--- config.mk ---
export PLATFORM = sky130hd
export DESIGN_NAME = pl_intr_ctrl
export DESIGN_NICKNAME = d
export VERILOG_FILES = /design/src/rtl/pl_intr_ctrl.sv
export SDC_FILE = /design/constraint.sdc
export NUM_CORES = 1
export LEC_CHECK = 0
export BUFFER_PORTS_ARGS = -buffer_cell sky130_fd_sc_hd__buf_2
export CAP_MARGIN = 10
export CELL_PAD_IN_SITES_DETAIL_PLACEMENT = 1
export CELL_PAD_IN_SITES_GLOBAL_PLACEMENT = 1
export CORE_MARGIN = 3
export CORE_UTILIZATION = 33
export DETAILED_ROUTE_END_ITERATION = 8
export PLACE_DENSITY_LB_ADDON = 0.1
export SLEW_MARGIN = 25
export SYNTH_ARGS = -nofsm -noshare
export SYNTH_HDL_FRONTEND = slang
export SYNTH_SLANG_ARGS = --single-unit
--- constraint.sdc ---
create_clock -name clk -period 2.1 [get_ports clk]
set_clock_uncertainty 0.05 [all_clocks]
set_input_delay 0.105 -clock clk [delete_from_list [all_inputs] [get_ports clk]]
set_output_delay 0.105 -clock clk [all_outputs]
set_load 0.01 [all_outputs]
--- src/rtl/pl_intr_ctrl.sv ---
// pl_intr_ctrl: interrupt controller for the pipelined CPU.
// Latches rising edges of the irq lines as pending bits. Applies a software mask and picks the
// lowest-index unmasked source. Runs a request / acknowledge / end-of-interrupt handshake on intr.
//
// Ports:
//   clk        in   system clock, rising edge
//   rst        in   synchronous active-high reset
//   irq        in   [NSRC] request lines, rising edge = event
//   mask_we    in   mask register write strobe
//   mask_wdata in   [NSRC] new mask value, 1 = masked
//   inta       in   CPU acknowledge pulse, honoured only while requesting
//   eoi        in   end-of-interrupt pulse, honoured only while in service
//   intr       out  interrupt request to the CPU
//   src_id     out  [ID_W] source being requested or serviced
//   pending    out  [NSRC] latched pending bits
//   mask       out  [NSRC] current mask register
//   busy       out  interrupt in service
module pl_intr_ctrl #(
  parameter int unsigned NSRC = 4,
  parameter int unsigned ID_W = 2
) (
  input  logic            clk,
  input  logic            rst,
  input  logic [NSRC-1:0] irq,
  input  logic            mask_we,
  input  logic [NSRC-1:0] mask_wdata,
  input  logic            inta,
  input  logic            eoi,
  output logic            intr,
  output logic [ID_W-1:0] src_id,
  output logic [NSRC-1:0] pending,
  output logic [NSRC-1:0] mask,
  output logic            busy
);

  typedef enum logic [1:0] {StIdle, StReq, StService} state_e;

  state_e            state_q, state_d;
  logic [NSRC-1:0]   irq_q;
  logic [NSRC-1:0]   pending_q, pending_d;
  logic [NSRC-1:0]   mask_q, mask_d;
  logic [ID_W-1:0]   src_id_q, src_id_d;
  logic [NSRC-1:0]   irq_edge;
  logic [NSRC-1:0]   cand;
  logic [NSRC-1:0]   ack_clr;
  logic [ID_W-1:0]   sel;

  assign irq_edge = irq & ~irq_q;
  assign cand     = pending_q & ~mask_q;

  // Lowest index wins: scan downwards so the last hit is the smallest index.
  always_comb begin
    sel = '0;
    for (int i = NSRC - 1; i >= 0; i--) begin
      if (cand[i]) sel = ID_W'(i);
    end
  end

  always_comb begin
    state_d  = state_q;
    src_id_d = src_id_q;
    ack_clr  = '0;
    unique case (state_q)
      StIdle: begin
        if (|cand) begin
          src_id_d = sel;
          state_d  = StReq;
        end
      end
      StReq: begin
        if (inta) begin
          ack_clr[src_id_q] = 1'b1;
          state_d           = StService;
        end else if (!cand[src_id_q]) begin
          // Source masked while requesting: withdraw without acknowledge.
          state_d = StIdle;
        end
      end
      StService: begin
        if (eoi) state_d = StIdle;
      end
      default: state_d = StIdle;
    endcase
    // A new edge on the acknowledged source keeps it pending.
    pending_d = (pending_q & ~ack_clr) | irq_edge;
    mask_d    = mask_we ? mask_wdata : mask_q;
  end

  always_ff @(posedge clk) begin
    // Sampled even in reset so a level held through reset is not an event.
    irq_q <= irq;
    if (rst) begin
      state_q   <= StIdle;
      pending_q <= '0;
      mask_q    <= '1;
      src_id_q  <= '0;
    end else begin
      state_q   <= state_d;
      pending_q <= pending_d;
      mask_q    <= mask_d;
      src_id_q  <= src_id_d;
    end
  end

  // Outputs decode registered state only; no input reaches them combinationally.
  assign intr    = (state_q == StReq);
  assign busy    = (state_q == StService);
  assign src_id  = src_id_q;
  assign pending = pending_q;
  assign mask    = mask_q;

endmodule

==> flow_summary.toml, run 1 <==
[outcome]
outcome = "complete, no violations"

[clocking]
worstSkewPairLatency_ps = 290
cts_buffers = 3
clk_path_buf_depth = 2
clock-sinks = 16
cts_setup_buffers = 0
htreeDepth = 1
cts_root_buffer = "clkbuf_4"
clkTransAtPathRegs_ps = 100
cts_tree = "done"

[sta]
clock.fmax_ghz = 0.628
slew_viol_final = 0
fin_crit_sh = 0.758
finalCriticalPeriod_ps = 1590
slew-limit-headroom = 0.798
worstMarginPinSlew_ps = 303
rsz0062_at_grt = "false"
finalSetupTns_ps = 0
hold_viol_final = 0
setup_viol = 0

[synth]
synthCells = 63
yosys.area.top_type = "dfxtp_1"
ys_seq_area_frac = 0.516
synth_cell_type_count = 19
syn-mean-instance-area_sq_um = 9.85
syn-num-nets = 76
yosysWarnings = 0
ys_ff_latch = 16
synth_top_cell_area_share = 0.516
synthTopCellsByArea = "dfxtp_1 52%, nand2b_1 9.1%, nor2b_1 8.1%"
syn-cell-area_sq_um = 621

[route]
drc = 0
drt-total-wl_microns = 1520
vias = 573
post_drt_wl_per_cell_microns = 12.3
ant_nets = 0
drtPass1Iterations = 3
drt_iter0_drc = 4
viasPerCell = 4.66

[power]
power.density_nw_per_um2 = 709
ir_drop_uv = 327
leakage_nw = 0.384

[global_route]
grt_first_pass_wirelength_microns = 2660
grt_pass1_vias = 556
antenna_found_initial = 0
grt_use_total = 0.146
grt_max_degree = 14
grt-ovfl-total = 0

[die]
die_w_microns = 49.4
placementRows = 15
dieArea_sq_um = 2440
core_sq_um = 1750
fp.dieH_microns = 49.4
initial_core_util = 0.356
ios = 25

[place]
dpl-instance-area_sq_um = 768
hpwl_microns = 1050
routabilityCongestion = 0.791
numPortBuffers = 24

[final_layout]
syn_to_final_growth_pct = 42.5
insertedDiodeCount = 0
fillCellCount = 215
final_cell_area_sq_um = 885
nets = 112
drive_gt1_frac = 0.296

[worst_setup_path]
worstPathMaxFanout = 7
crit_arrival_ps = 1770
critPathRequiredTime_ps = 2280
end_kind = "flop"
crit_path_start_kind = "flop"
critPathKind = "reg2reg"

[hold_path]
hold_path_class = "in2reg"

[flow_run]
maxCapViolCount = 0
[power breakdown]
group	total (mW)	internal (mW)	switching, mW	leakage [nW]
registers	0.335	0.322	0.0131	0.133
clock network	0.205	0.106	0.0997	0.0210
logic	0.0874	0.0477	0.0396	0.230
[flip-flops by register name, summed over array words and instances, names as in the netlist]
name	flops
state_q	2
src_id	2
irq_q	4
mask	4
pending	4
[cell usage after synthesis]
cell type,number
or3b_1,1
nor2_1,2
nand4_1,1
mux2i_1,1
nand2_1,3
a21oi_1,7
inv_1,1
nand3b_1,1
dfxtp_1,16
nand3_1,1
a211o_1,4
nor2b_1,8
o21ai_0,2
nand2b_1,9
o21ai_1,1
o31ai_1,2
a211oi_1,1
clkbuf_1,1
mux4_2,1
[through the flow]
| step | total power [mW] | util | worst slack (ps) | cells | hold slack, ps |
|---|---|---|---|---|---|
| 3_5_place_dp | 0.417 | 0.440 | 513 | 111 | 172 |
| 2_1_floorplan | 0.381 | - | 546 | 63 | 82.7 |
| 3_3_place_gp | 0.417 | 0.440 | 568 | 111 | 167 |
| 4_1_cts | 0.639 | 0.507 | 487 | 123 | 14.5 |
| 5_1_grt | 0.673 | 0.507 | 421 | 123 | 25.0 |
| 6_report | 0.627 | 0.507 | 508 | 123 | 23.4 |
[logic make-up (layout without fill, tap and decap cells)]
group / count (synthesis) / after routing / synth area share
buf+inv: 2 / 37 / 0.0121
compound gates: 17 / 17 / 0.173
mux: 2 / 2 / 0.0524
flops: 16 / 16 / 0.516
simple gates: 26 / 26 / 0.246
[critical path, stage by stage (launching register included)]
cell and delay, ps:
dfxtp_1 470, mux4_2 530, or3b_1 350, a21oi_1 140
[metal layers]
layer	vias up	track usage	wire length, microns
met5	-	0	0
li1	291	-	-
met4	0	0.0853	38
met3	5	0.0428	92
met2	20	0.208	687
met1	257	0.194	700
[final cells by class]
type	count	area (sq um)	share of cell area
Multi-Input combinational cell	45	293	0.331
Inverter	1	3.75	0.00424
Sequential cell	16	320	0.362
Clock buffer	4	36.3	0.0410
Tap cell	25	31.3	0.0354
Timing Repair Buffer	32	200	0.226
[path summary, 6_finish.rpt]
check        startpoint          to  slack (ps)  cells past startpoint
max           src_id[1]  state_q[0]         510                      3
max reg2reg   src_id[1]  state_q[0]         510                      3
min                 eoi  state_q[1]          20                      3
min reg2reg    irq_q[0]  pending[0]         440                      2
[cells in the final DEF (no fill, tap or decap), types with 2 or more instances in the layout]
cell type,n
a211o_1,4
a21oi_1,7
buf_2,24
clkbuf_4,3
dfxtp_1,16
dlygate4sd3_1,8
nand2_1,3
nand2b_1,9
nor2_1,2
nor2b_1,8
o21ai_0,2
o31ai_1,2
[timing repair]
item                                   4_1_cts  5_1_grt
gates resized for setup                      0        0
setup endpoints to repair                    0        0
hold buffers                                 8        0
endpoints found under the hold margin        8        0
Power figures use the tool's default switching activity.
==> run 2, diff against run 1 <==
--- a/config.mk
+++ b/config.mk
@@ -5,12 +5,13 @@
 export SDC_FILE = /design/constraint.sdc
 export NUM_CORES = 1
 export LEC_CHECK = 0
+export ABC_AREA = 1
 export BUFFER_PORTS_ARGS = -buffer_cell sky130_fd_sc_hd__buf_2
 export CAP_MARGIN = 10
 export CELL_PAD_IN_SITES_DETAIL_PLACEMENT = 1
 export CELL_PAD_IN_SITES_GLOBAL_PLACEMENT = 1
 export CORE_MARGIN = 3
-export CORE_UTILIZATION = 33
+export CORE_UTILIZATION = 32
 export DETAILED_ROUTE_END_ITERATION = 8
 export PLACE_DENSITY_LB_ADDON = 0.1
 export SLEW_MARGIN = 25
==> constraint.sdc (replaced) <==
create_clock -name clk -period 1.6 [get_ports clk]
set_clock_uncertainty 0.05 [all_clocks]
set_input_delay 0.08 -clock clk [delete_from_list [all_inputs] [get_ports clk]]
set_output_delay 0.08 -clock clk [all_outputs]
set_load 0.01 [all_outputs]
==> run 2 against run 1 <==
Critical endpoint is now busy. Cell area grew 8.6%. Synthesized cell count is 46% higher. Clock power up 36%. Core utilization down 2.7 points. Via count is 24% higher. Total power up 38%. Hold slack lost 22 ps. Global-route usage up 0.88 points. Combinational power rose by 66%. Sequential cell count unchanged. Clock-buffer cell count stayed put. Sequential power is 33% higher.
==> flow_summary.toml, run 2 <==
[sta]
rsz0062_at_grt = "false"
finalSetupTns_ps = 0
fin_crit_sh = 0.725
setup_viol = 0
finalCriticalPeriod_ps = 1160
layout_setup_ws_ps = 441
hold_viol_final = 0
worstMarginPinSlew_ps = 257
slew_viol_final = 0
clock.fmax_ghz = 0.863
slew-limit-headroom = 0.829

[final_layout]
drive_gt1_frac = 0.320
final_common_cell = "buf_2"
fillCellCount = 267
nets = 142
final_cell_mix = "24 x buf_2, 21 x nand2_1, 16 x dfxtp_1"
insertedDiodeCount = 0
syn_to_final_growth_pct = 40.1
final_cells = 155

[clocking]
clock-sinks = 16
clkTransAtPathRegs_ps = 100
hold_buffers = 9
post_cts_resized = 0
cts_tree = "done"
htreeDepth = 1
cts_buffers = 3
worstSkewPairLatency_ps = 300
clk_path_buf_depth = 2
cts_root_buffer = "clkbuf_4"
cts_setup_buffers = 0

[synth]
yosysWarnings = 0
ys_ff_latch = 16
synth_ff_type = "dfxtp_1"
syn-cell-area_sq_um = 686
ys_seq_area_frac = 0.467
netlist_top_cells_count = "21 x nand2_1, 16 x dfxtp_1, 13 x inv_1, 9 x a21oi_1, 8 x o21ai_0"
synth_cell_type_count = 15
synth.most_common_cell = "nand2_1"
syn-num-nets = 105
synthTopCellsByArea = "dfxtp_1 47%, nand2_1 11%, inv_1 7.1%"
synthCells = 92
postSynth.asyncResetShare = 0
synth_edf_count = 0
synth_top_cell_area_share = 0.467
yosys.area.top_type = "dfxtp_1"
syn-mean-instance-area_sq_um = 7.45

[worst_setup_path]
critPathRequiredTime_ps = 1470
reg2reg_to = "state_q[0]"
worstPathMaxFanout = 3
reg2reg_from = "src_id[0]"
r2r_setup_slack_ps = 500
end_kind = "primary output"
critPathKind = "reg2out"
crit_path_start_kind = "flop"
crit_arrival_ps = 1030
r2r_cells = 7

[outcome]
outcome = "complete, no violations"

[global_route]
grt_max_degree = 13
grt_pass1_vias = 684
grt_use_total = 0.155
antenna_found_initial = 0
grt-ovfl-total = 0
grt_first_pass_wirelength_microns = 3040

[die]
core_sq_um = 2000
initial_core_util = 0.343
placementRows = 16
dieArea_sq_um = 2730
die_w_microns = 52.3
ios = 25
fp.dieH_microns = 52.3

[hold_path]
whs_path_depth = 2
min_from = "mask_we"
hold_path_class = "in2reg"
holdPathEnd = "mask[3]"

[route]
ant_nets = 0
drt_iter0_drc = 3
met1Wirelength_microns = 818
wl_met3_microns = 89
drtPass1Iterations = 2
viasPerCell = 4.57
drt-total-wl_microns = 1790
drc = 0
post_drt_wl_per_cell_microns = 11.5
top_layer_used = "met4"
vias = 708
wl_met2_microns = 835

[flow_run]
maxCapViolCount = 0

[place]
numPortBuffers = 24
routabilityCongestion = 0.694
preCtsSetupSlack_ps = 501
dp.cells = 142
hpwl_microns = 1300

[power]
ir_drop_uv = 483
power.density_nw_per_um2 = 902
finalPower_mw = 0.867
leakage_nw = 0.480
## run 2: routing by layer
metal  vias to the layer above  GRT usage
li1                        359          -
met2                        22      0.250
met3                         5     0.0256
met1                       322      0.187
met4                         0      0.102
met5                         -          0
## run 2: worst max path at each step
stage,end,from
4_1_cts,busy,state_q[1]
3_5_place_dp,state_q[0],src_id[0]
3_3_place_gp,state_q[0],src_id[0]
2_1_floorplan,state_q[0],src_id[0]
6_report,busy,state_q[1]
5_1_grt,busy,state_q[1]
## run 2: per-stage QoR
step	hold WS, ps	util	instance area (sq um)
after CTS	6.57	0.480	961
after detailed placement	149	0.417	835
after floorplan	57.7	-	686
after global routing	21.6	0.480	961
final	1.80	0.480	961
after global placement	147	0.417	835
## run 2: logic make-up after synthesis
kind of cell,count (synthesis),share of synthesized area
flip-flops,16,0.467
AO/OA/AOI/OAI,20,0.177
buffers and inverters,15,0.0839
AND/OR/NAND/NOR,41,0.272
## run 2: critical path: stages (launching register included)
cell and delay [ps]:
dfxtp_1 390, inv_1 70, nor2_1 120, buf_2 150
## run 2: where the power goes
part           switching, mW  internal, mW
Sequential            0.0200         0.424
Combinational         0.0768        0.0679
Clock                  0.140         0.139
## run 2: final cells by class
cell class                      count  area, sq um  area share
Multi-Input combinational cell     61          308       0.320
Tap cell                           27         33.8      0.0352
Timing Repair Buffer               33          210       0.219
Inverter                           14         52.6      0.0547
Sequential cell                    16          320       0.333
Clock buffer                        4         36.3      0.0378
==> run 3, diff against run 2 <==
--- a/config.mk
+++ b/config.mk
@@ -10,8 +10,9 @@
 export CAP_MARGIN = 10
 export CELL_PAD_IN_SITES_DETAIL_PLACEMENT = 1
 export CELL_PAD_IN_SITES_GLOBAL_PLACEMENT = 1
+export CORE_ASPECT_RATIO = 1.75
 export CORE_MARGIN = 3
-export CORE_UTILIZATION = 32
+export CORE_UTILIZATION = 29
 export DETAILED_ROUTE_END_ITERATION = 8
 export PLACE_DENSITY_LB_ADDON = 0.1
 export SLEW_MARGIN = 25
==> constraint.sdc (replaced) <==
create_clock -name clk -period 1 [get_ports clk]
set_clock_uncertainty 0.05 [all_clocks]
set_input_delay 0.05 -clock clk [delete_from_list [all_inputs] [get_ports clk]]
set_output_delay 0.05 -clock clk [all_outputs]
set_load 0.01 [all_outputs]
==> run 3 against run 2 <==
The flow now finishes with violations (negative setup slack). Sequential power increased by 62%. Via count increased by 10%. Clock-buffer cell count unchanged. Die area increased by 10%. Routed wire length increased by 16%. Global-route usage decreased by 0.84 points. Hold slack improved by 23 ps.
==> flow_summary.toml, run 3 (synthesis results as in run 2) <==
[outcome]
outcome = "finished, violations left"
violations = "negative setup slack"

[sta]
slew_viol_final = 0
clock.fmax_ghz = 0.945
fin_crit_sh = 1.06
slew-limit-headroom = 0.820
rsz0062_at_grt = "true"
worstMarginPinSlew_ps = 270
holdWs_ps = 25.2
hold_viol_final = 0
setup_viol = 9
layout_setup_ws_ps = -58.2
finalCriticalPeriod_ps = 1060

[route]
viasPerCell = 4.72
drt-total-wl_microns = 2070
vias = 779
post_drt_wl_per_cell_microns = 12.5
drc = 0
drt_iter0_drc = 11
drtPass1Iterations = 4
ant_nets = 0

[worst_setup_path]
crit_path_start_kind = "flop"
reg2reg_to = "src_id[1]"
critPathRequiredTime_ps = 900
crit_arrival_ps = 960
crit_slowest_cell = "dfxtp_2"
critPathKind = "reg2out"
r2r_cells = 5
worstPathMaxFanout = 3
cp.buffers_inverters = 2
reg2reg_from = "state_q[1]"
max_stage_delay_ps = 380
r2r_setup_slack_ps = -30
crit_chain = "inv_2 > nor2_4 > buf_6"
end_kind = "primary output"
path_delay_family = "flip-flops"

[clocking]
cts_tree = "done"
cts_buffers = 3
worstSkewPairLatency_ps = 300
clock-sinks = 16
clkTransAtPathRegs_ps = 100
htreeDepth = 1
cts_root_buffer = "clkbuf_4"
clk_path_buf_depth = 2

[global_route]
grt_max_degree = 13
grt_pass1_vias = 797
antenna_found_initial = 0
grt_first_pass_wirelength_microns = 3350
grt_use_total = 0.147
grt-ovfl-total = 0

[final_layout]
final_cells = 165
insertedDiodeCount = 0
finalCoreUtilization = 0.549
drive_gt1_frac = 0.539
nets = 155
syn_to_final_growth_pct = 74.1
final_common_cell = "nand2_1"
final_cell_mix = "18 x nand2_1, 17 x buf_2, 12 x buf_6"

[die]
fp.dieH_microns = 70.3
ios = 25
placementRows = 22
initial_core_util = 0.315
core_sq_um = 2170
die_w_microns = 42.8
dieArea_sq_um = 3010

[hold_path]
hold_path_class = "in2reg"
holdPathEnd = "src_id[1]"
whs_path_depth = 2
min_from = "rst"

[power]
pwr-share-clk = 0.303
ir_drop_uv = 810
p_comb_frac = 0.221
power.density_nw_per_um2 = 1270
seqPwrFrac = 0.476
switching_share = 0.283
p_sw_mw = 0.429
leakage_nw = 0.572
p_int_mw = 1.09

[place]
hpwl_microns = 1360
dp.cells = 145
routabilityCongestion = 0.679
numPortBuffers = 24

[flow_run]
maxCapViolCount = 0
## run 3: cell types whose count changed in the layout (fill, tap and decap cells not counted), moves of 4 or more
cell	before	now
buf_2	24	17
buf_4	0	6
buf_6	0	12
dfxtp_1	16	4
dfxtp_2	0	9
inv_1	13	7
inv_2	1	6
o21ai_0	8	4
## run 3: layout make-up
type,instances,area [sq um]
Fill cell,280,981
Tap cell,24,30.0
Clock buffer,4,36.3
Multi-Input combinational cell,61,354
Timing Repair Buffer,46,375
Sequential cell,16,343
Inverter,14,55.1
## run 3: power groups by stage
stage	logic (mW)	clock network [mW]	registers, mW
finish	0.335	0.459	0.721
floorplan	0.111	0	0.735
detailed placement	0.234	0	0.725
global route	0.371	0.502	0.727
global placement	0.228	0	0.722
CTS	0.303	0.467	0.718
## run 3: per-stage QoR
stage | cell area, sq um | TNS, ps | setup WS (ps) | total power, mW
floorplan | 691 | -0.695 | -0.695 | 0.847
global placement | 881 | -46.0 | -33.1 | 0.951
detailed placement | 881 | -199 | -46.8 | 0.958
CTS | 1120 | -139 | -75.6 | 1.49
global route | 1190 | -877 | -107 | 1.60
finish | 1190 | -230 | -58.2 | 1.51
## run 3: timing repair
action	4_1_cts	5_1_grt
endpoints found under the setup margin	13	15
hold buffers	11	0
setup buffers	1	4
resized for setup	34	12
hold endpoints to repair	14	0
pin swaps	4	9
## run 3: worst max-delay path by stage
stage,start,endpoint,slack [ps],cells past startpoint
global placement,src_id[0],state_q[0],-30,7
finish,state_q[0],intr,-60,3
floorplan,state_q[0],pending[3],-0.7,5
detailed placement,state_q[0],pending[1],-50,5
global route,mask[0],src_id[0],-110,8
CTS,state_q[1],busy,-80,3
## run 3: layer usage
layer | GRT usage | vias to the layer above | routed length [microns] | share of wire
met3 | 0.0155 | 4 | 109 | 0.053
li1 | - | 393 | - | -
met4 | 0.0934 | 0 | 50 | 0.024
met2 | 0.271 | 23 | 1170 | 0.57
met1 | 0.146 | 359 | 736 | 0.36
met5 | 0 | - | 0 | 0
